File: config.mk
export PLATFORM = sky130hd
export DESIGN_NAME = cpu_clock_ctrl_flat
export DESIGN_NICKNAME = d
export VERILOG_FILES = /design/src/rtl/cpu_clock_ctrl_if.sv /design/src/rtl/cpu_clock_ctrl.sv /design/src/flat_wrapper.sv
export SDC_FILE = /design/constraint.sdc
export NUM_CORES = 1
export LEC_CHECK = 0
export ABC_AREA = 1
export BUFFER_PORTS_ARGS = -buffer_cell sky130_fd_sc_hd__buf_2
export CAP_MARGIN = 20
export CORE_MARGIN = 5
export CORE_UTILIZATION = 55
export CTS_CLUSTER_DIAMETER = 150
export DETAILED_ROUTE_END_ITERATION = 10
export GPL_ROUTABILITY_DRIVEN = 0
export PLACE_DENSITY = 0.76
export SYNTH_ARGS = -nofsm -noshare
export SYNTH_HDL_FRONTEND = slang
export SYNTH_SLANG_ARGS = --single-unit
File: constraint.sdc
create_clock -name i_sys_clk -period 3.2 [get_ports i_sys_clk]
set_clock_uncertainty 0.2 [all_clocks]
set_input_delay 0.8 -clock i_sys_clk [delete_from_list [all_inputs] [get_ports i_sys_clk]]
set_output_delay 0.8 -clock i_sys_clk [all_outputs]
set_load 0.005 [all_outputs]
File: src/rtl/cpu_clock_ctrl_if.sv
// cpu_clock_ctrl_if: raw operator/CPU inputs and the generated CPU clock phase outputs.
interface cpu_clock_ctrl_if;
  logic mode;
  logic button;
  logic halt;
  logic cpu_clk;
  logic clk_rise;
  logic clk_fall;
  logic halted;
  logic btn_db;
  modport master (output mode, button, halt, input cpu_clk, clk_rise, clk_fall, halted, btn_db);
  modport slave (input mode, button, halt, output cpu_clk, clk_rise, clk_fall, halted, btn_db);
endinterface

File: src/rtl/cpu_clock_ctrl.sv
// cpu_clock_ctrl: debounced step/continuous CPU clock phase generator with halt support.
// CPU logic advances on clk_rise enables; cpu_clk is a display level only.
module cpu_clock_ctrl #(
  parameter int HALF_PERIOD     = 4,
  parameter int DEBOUNCE_CYCLES = 8,
  parameter int CNT_W           = 24
) (
  input  logic             i_sys_clk,
  input  logic             i_rst_n,
  cpu_clock_ctrl_if.slave  bus
);
  typedef enum logic {IDLE, HIGH} state_t;
  localparam logic [CNT_W-1:0] HP_LAST = CNT_W'(HALF_PERIOD - 1);
  localparam logic [CNT_W-1:0] DB_LAST = CNT_W'(DEBOUNCE_CYCLES - 1);
  logic             r_btn_m, r_btn_s, r_mode_m, r_mode_s;
  logic             r_btn_db, r_btn_q;
  logic [CNT_W-1:0] r_dcnt;
  state_t           r_state, w_state_nxt;
  logic [CNT_W-1:0] r_cnt, w_cnt_nxt;
  logic             r_cpu_clk, w_clk_nxt;
  logic             r_rise, w_rise_nxt;
  logic             r_fall, w_fall_nxt;
  logic             r_act, w_act_nxt;
  logic             r_halted;
  logic             w_press, w_mode_chg, w_at_last;
  always_ff @(posedge i_sys_clk or negedge i_rst_n) begin
    if (!i_rst_n) begin
      r_btn_m  <= 1'b0;
      r_btn_s  <= 1'b0;
      r_mode_m <= 1'b0;
      r_mode_s <= 1'b0;
      r_btn_db <= 1'b0;
      r_btn_q  <= 1'b0;
      r_dcnt   <= '0;
    end else begin
      r_btn_m  <= bus.button;
      r_btn_s  <= r_btn_m;
      r_mode_m <= bus.mode;
      r_mode_s <= r_mode_m;
      r_btn_q  <= r_btn_db;
      if (r_btn_s == r_btn_db) r_dcnt <= '0;
      else if (r_dcnt == DB_LAST) begin
        r_btn_db <= r_btn_s;
        r_dcnt   <= '0;
      end else r_dcnt <= r_dcnt + CNT_W'(1);
    end
  end
  assign w_press    = r_btn_db & ~r_btn_q;
  assign w_at_last  = r_cnt == HP_LAST;
  // mode may only change while parked low so no runt phase is ever produced
  assign w_mode_chg = ~r_cpu_clk & (r_state == IDLE) & (r_mode_s != r_act);
  always_comb begin
    w_state_nxt = r_state;
    w_cnt_nxt   = r_cnt;
    w_clk_nxt   = r_cpu_clk;
    w_rise_nxt  = 1'b0;
    w_fall_nxt  = 1'b0;
    w_act_nxt   = r_act;
    if (w_mode_chg) begin
      w_act_nxt = r_mode_s;
      w_cnt_nxt = '0;
    end else if (r_act) begin
      if (r_state == HIGH) begin
        w_cnt_nxt = w_at_last ? '0 : r_cnt + CNT_W'(1);
        if (w_at_last) begin
          w_state_nxt = IDLE;
          w_clk_nxt   = 1'b0;
          w_fall_nxt  = 1'b1;
        end
      end else begin
        w_cnt_nxt = '0;
        if (w_press & ~bus.halt) begin
          w_state_nxt = HIGH;
          w_clk_nxt   = 1'b1;
          w_rise_nxt  = 1'b1;
        end
      end
    end else if (~r_cpu_clk & bus.halt) begin
      w_cnt_nxt = '0;
    end else if (w_at_last) begin
      w_cnt_nxt  = '0;
      w_clk_nxt  = ~r_cpu_clk;
      w_rise_nxt = ~r_cpu_clk;
      w_fall_nxt = r_cpu_clk;
    end else begin
      w_cnt_nxt = r_cnt + CNT_W'(1);
    end
  end
  always_ff @(posedge i_sys_clk or negedge i_rst_n) begin
    if (!i_rst_n) begin
      r_state   <= IDLE;
      r_cnt     <= '0;
      r_cpu_clk <= 1'b0;
      r_rise    <= 1'b0;
      r_fall    <= 1'b0;
      r_act     <= 1'b0;
      r_halted  <= 1'b0;
    end else begin
      r_state   <= w_state_nxt;
      r_cnt     <= w_cnt_nxt;
      r_cpu_clk <= w_clk_nxt;
      r_rise    <= w_rise_nxt;
      r_fall    <= w_fall_nxt;
      r_act     <= w_act_nxt;
      r_halted  <= ~r_cpu_clk & bus.halt;
    end
  end
  assign bus.cpu_clk  = r_cpu_clk;
  assign bus.clk_rise = r_rise;
  assign bus.clk_fall = r_fall;
  assign bus.halted   = r_halted;
  assign bus.btn_db   = r_btn_db;
endmodule
File: src/flat_wrapper.sv
// flat-port wrapper written by rule: the top's interface ports become plain ports
module cpu_clock_ctrl_flat 
#(
  parameter int HALF_PERIOD     = 4,
  parameter int DEBOUNCE_CYCLES = 8,
  parameter int CNT_W           = 24
)
  (i_sys_clk, i_rst_n, bus_mode, bus_button, bus_halt, bus_cpu_clk, bus_clk_rise, bus_clk_fall, bus_halted, bus_btn_db);
  cpu_clock_ctrl_if bus_i ();
  input  logic i_sys_clk;
  input  logic i_rst_n;
  input wire logic [$bits(bus_i.mode)-1:0] bus_mode;
  input wire logic [$bits(bus_i.button)-1:0] bus_button;
  input wire logic [$bits(bus_i.halt)-1:0] bus_halt;
  output wire logic [$bits(bus_i.cpu_clk)-1:0] bus_cpu_clk;
  output wire logic [$bits(bus_i.clk_rise)-1:0] bus_clk_rise;
  output wire logic [$bits(bus_i.clk_fall)-1:0] bus_clk_fall;
  output wire logic [$bits(bus_i.halted)-1:0] bus_halted;
  output wire logic [$bits(bus_i.btn_db)-1:0] bus_btn_db;
  assign bus_i.mode = bus_mode;
  assign bus_i.button = bus_button;
  assign bus_i.halt = bus_halt;
  assign bus_cpu_clk = bus_i.cpu_clk;
  assign bus_clk_rise = bus_i.clk_rise;
  assign bus_clk_fall = bus_i.clk_fall;
  assign bus_halted = bus_i.halted;
  assign bus_btn_db = bus_i.btn_db;
  cpu_clock_ctrl #(.HALF_PERIOD(HALF_PERIOD), .DEBOUNCE_CYCLES(DEBOUNCE_CYCLES), .CNT_W(CNT_W)) u_core (.i_sys_clk(i_sys_clk), .i_rst_n(i_rst_n), .bus(bus_i));
endmodule
==> results.md <==
* Antenna violations before repair at 0
* Fmax at 480 MHz
* Unrepaired setup endpoints after global routing: false
* Commonest non-fill, non-tap cell in the layout: nand2_1
* Total track usage at between 20% and 30%
* Clock transition at path regs at ~0.07 ns
* Num Clock Sinks at 60
* CP Data Required Time at approximately 3.2 ns
* Post-DP HPWL at 5490 um
* Initial Util at a little under three fifths
* Netlist cell types at 25
* Met1 usage at around 30%
* Largest net degree at the start of global routing at 35
* Final min period at around 2.1 ns
* Clock Latency Late Sink at 0.35 ns
* Crit path launch type: flip-flop
* Layout cells sized above 1 at 6.43%
* Tcrit/Tclk final at roughly 65%
* Clk buf depth at 2
* GR Overflow Total at 0
* Most frequent cells in the layout: 152 x nand2_1, 136 x nor2_1, 60 x dfrtp_1
* Biggest regs: u_core.r_cnt x24, u_core.r_dcnt x24
* PwrDens at between 500 and 600 nW/um2
* First-pass GRT wire length at 13,000 um
* Area Overhead vs Synth at 10.9%
* Ys Warns at 0
* Max Transition Viols Final at 0
* Routing usage on met2 at roughly a third
* CTS tree: built
* Fin nets at just over 500
* Wirelength per Cell at ~13 um
* DR vias/cell at 5.14
* Hold Path Class: reg -> reg
* Final Hold Viols at 0
* Max_slew headroom at about 56%
* Syn Nets at 498
* Top Ports at 10
* TritonRoute pass-1 iters at 5
* Final core utilization at a little over three fifths
* Root buffer cell: clkbuf_8
* Syn_area_per_cell at 6.79 um2
* Max-cap viol count at 0
* H-Tree Depth at 3
* Die area at just under 8000 um2
* Port Buffers at 9
* Fin Setup TNS at 0 ns
* Std-Cell Rows at 28
* Die width at 87.8 um
* Cells after Synth at around 500
* Antenna Diode Count at 0
* Post-Syn Area at 3330 um2
* # setup viols final at 0
* Worst Path Max Fanout at 13
* Post-synthesis register bit count at 60
* Die Y-Extent at just under 90 um
* DRC Markers at 0
* Element type at the critical path end: flip-flop
* Grt peak-use layer: met2
* Status: complete, no violations
* Clock buffer count from CTS at 9
* Leakage at roughly 1.7 nW
* Vias in the first global route at just under 3,000
* M3 GR Usage at 5.17%
* Post-CTS Setup Inserts at 0
* Post-CTS Hold Fix Bufs at 0
* Peak supply drop at roughly 0.48 mV
* Post-DRT Antenna Nets at 0
* CTS resizes at 0
* Routed WL at 7480 um
* Worst slew pin tran at about 0.66 ns
* Via Count at 3,023
* Core area at between 5000 and 6000 um2
* Starting DRT DRC Count at approximately 260
* Critical path type: reg -> reg
* Critical path arrival at about 2.1 ns
* Sequential area share after synthesis at approximately 45%
power by group:
group | switching, mW | leakage [nW] | internal [mW]
registers | 0.0608 | 0.814 | 0.818
logic | 0.215 | 0.747 | 0.0922
clock network | 0.327 | 0.113 | 0.466
total | 0.603 | 1.67 | 1.38
stage by stage:
| stage | hold slack, ns | total power [mW] | cells | instance area (um2) | worst slack, ns |
|---|---|---|---|---|---|
| after global routing | 0.159 | 2.08 | 588 | 3700 | 0.860 |
| after CTS | 0.156 | 2.00 | 588 | 3700 | 1.10 |
| after detailed placement | 0.139 | 1.20 | 572 | 3460 | 1.07 |
| after floorplan | 0.131 | 1.11 | 491 | 3330 | 1.47 |
| final | 0.153 | 1.98 | 588 | 3700 | 1.12 |
| after global placement | 0.133 | 1.18 | 572 | 3460 | 1.15 |
per-layer routing:
metal,vias to the layer above,share of wire (%)
met5,-,0
met4,0,1.8
met3,11,5.8
met2,81,44
met1,1397,49
li1,1534,-
synth_stat cells, drive strengths merged:
cell    count  area share (%)
nand2     153              17
or2         1            0.26
nor3       16             2.4
nand3b      1            0.23
or3b        1            0.26
a31oi       1            0.19
nor3b       1            0.23
buf         2            0.56
a21oi       6            0.90
inv        61             6.9
ha          2            0.75
nand3      17             2.6
o21ai       6            0.90
xor2        8             2.1
dfrtp      60              45
clkbuf      2            0.23
nor2      138              16
xnor2       7             1.8
nand4       8             1.5
area by class of cell:
cell class	instances	area, um2
fill	543	2220
multi-input combinational	366	1580
sequential	60	1500
inverter	61	229
clock buffer	10	138
clock inverter	6	93.8
tap	75	93.8
timing repair buffer	10	65.1
worst paths after layout:
| path | start | endpoint | slack, ns | depth (start not counted) |
|---|---|---|---|---|
| max | u_core.r_cnt[0] | u_core.r_cnt[18] | 1.12 | 10 |
| min | u_core.r_btn_m | u_core.r_btn_s | 0.15 | 0 |
| max reg2reg | u_core.r_cnt[0] | u_core.r_cnt[18] | 1.12 | 10 |
| min reg2reg | u_core.r_btn_m | u_core.r_btn_s | 0.15 | 0 |
| max in group asynchronous | i_rst_n | u_core.r_cnt[22] | 1.97 | 2 |
| min in group asynchronous | i_rst_n | u_core.r_cnt[14] | 0.25 | 1 |
worst max-delay path, stage by stage, from the launching register on:
cell	delay [ns]
dfrtp_1	0.41
ha_1	0.29
inv_1	0.09
nor2_1	0.12
nand2_1	0.06
nor2_1	0.08
nand3_1	0.13
nand2_2	0.26
inv_2	0.18
nand2_1	0.10
nor2_1	0.05
logic make-up after synthesis:
family / count (synthesis) / share of synthesized area, %
flops: 60 / 45.1
compound gates: 13 / 1.99
fa+ha+maj: 2 / 0.751
xor+xnor: 15 / 3.94
simple gates: 336 / 40.6
buf+inv: 65 / 7.66
(Power assumes the default switching activity.)
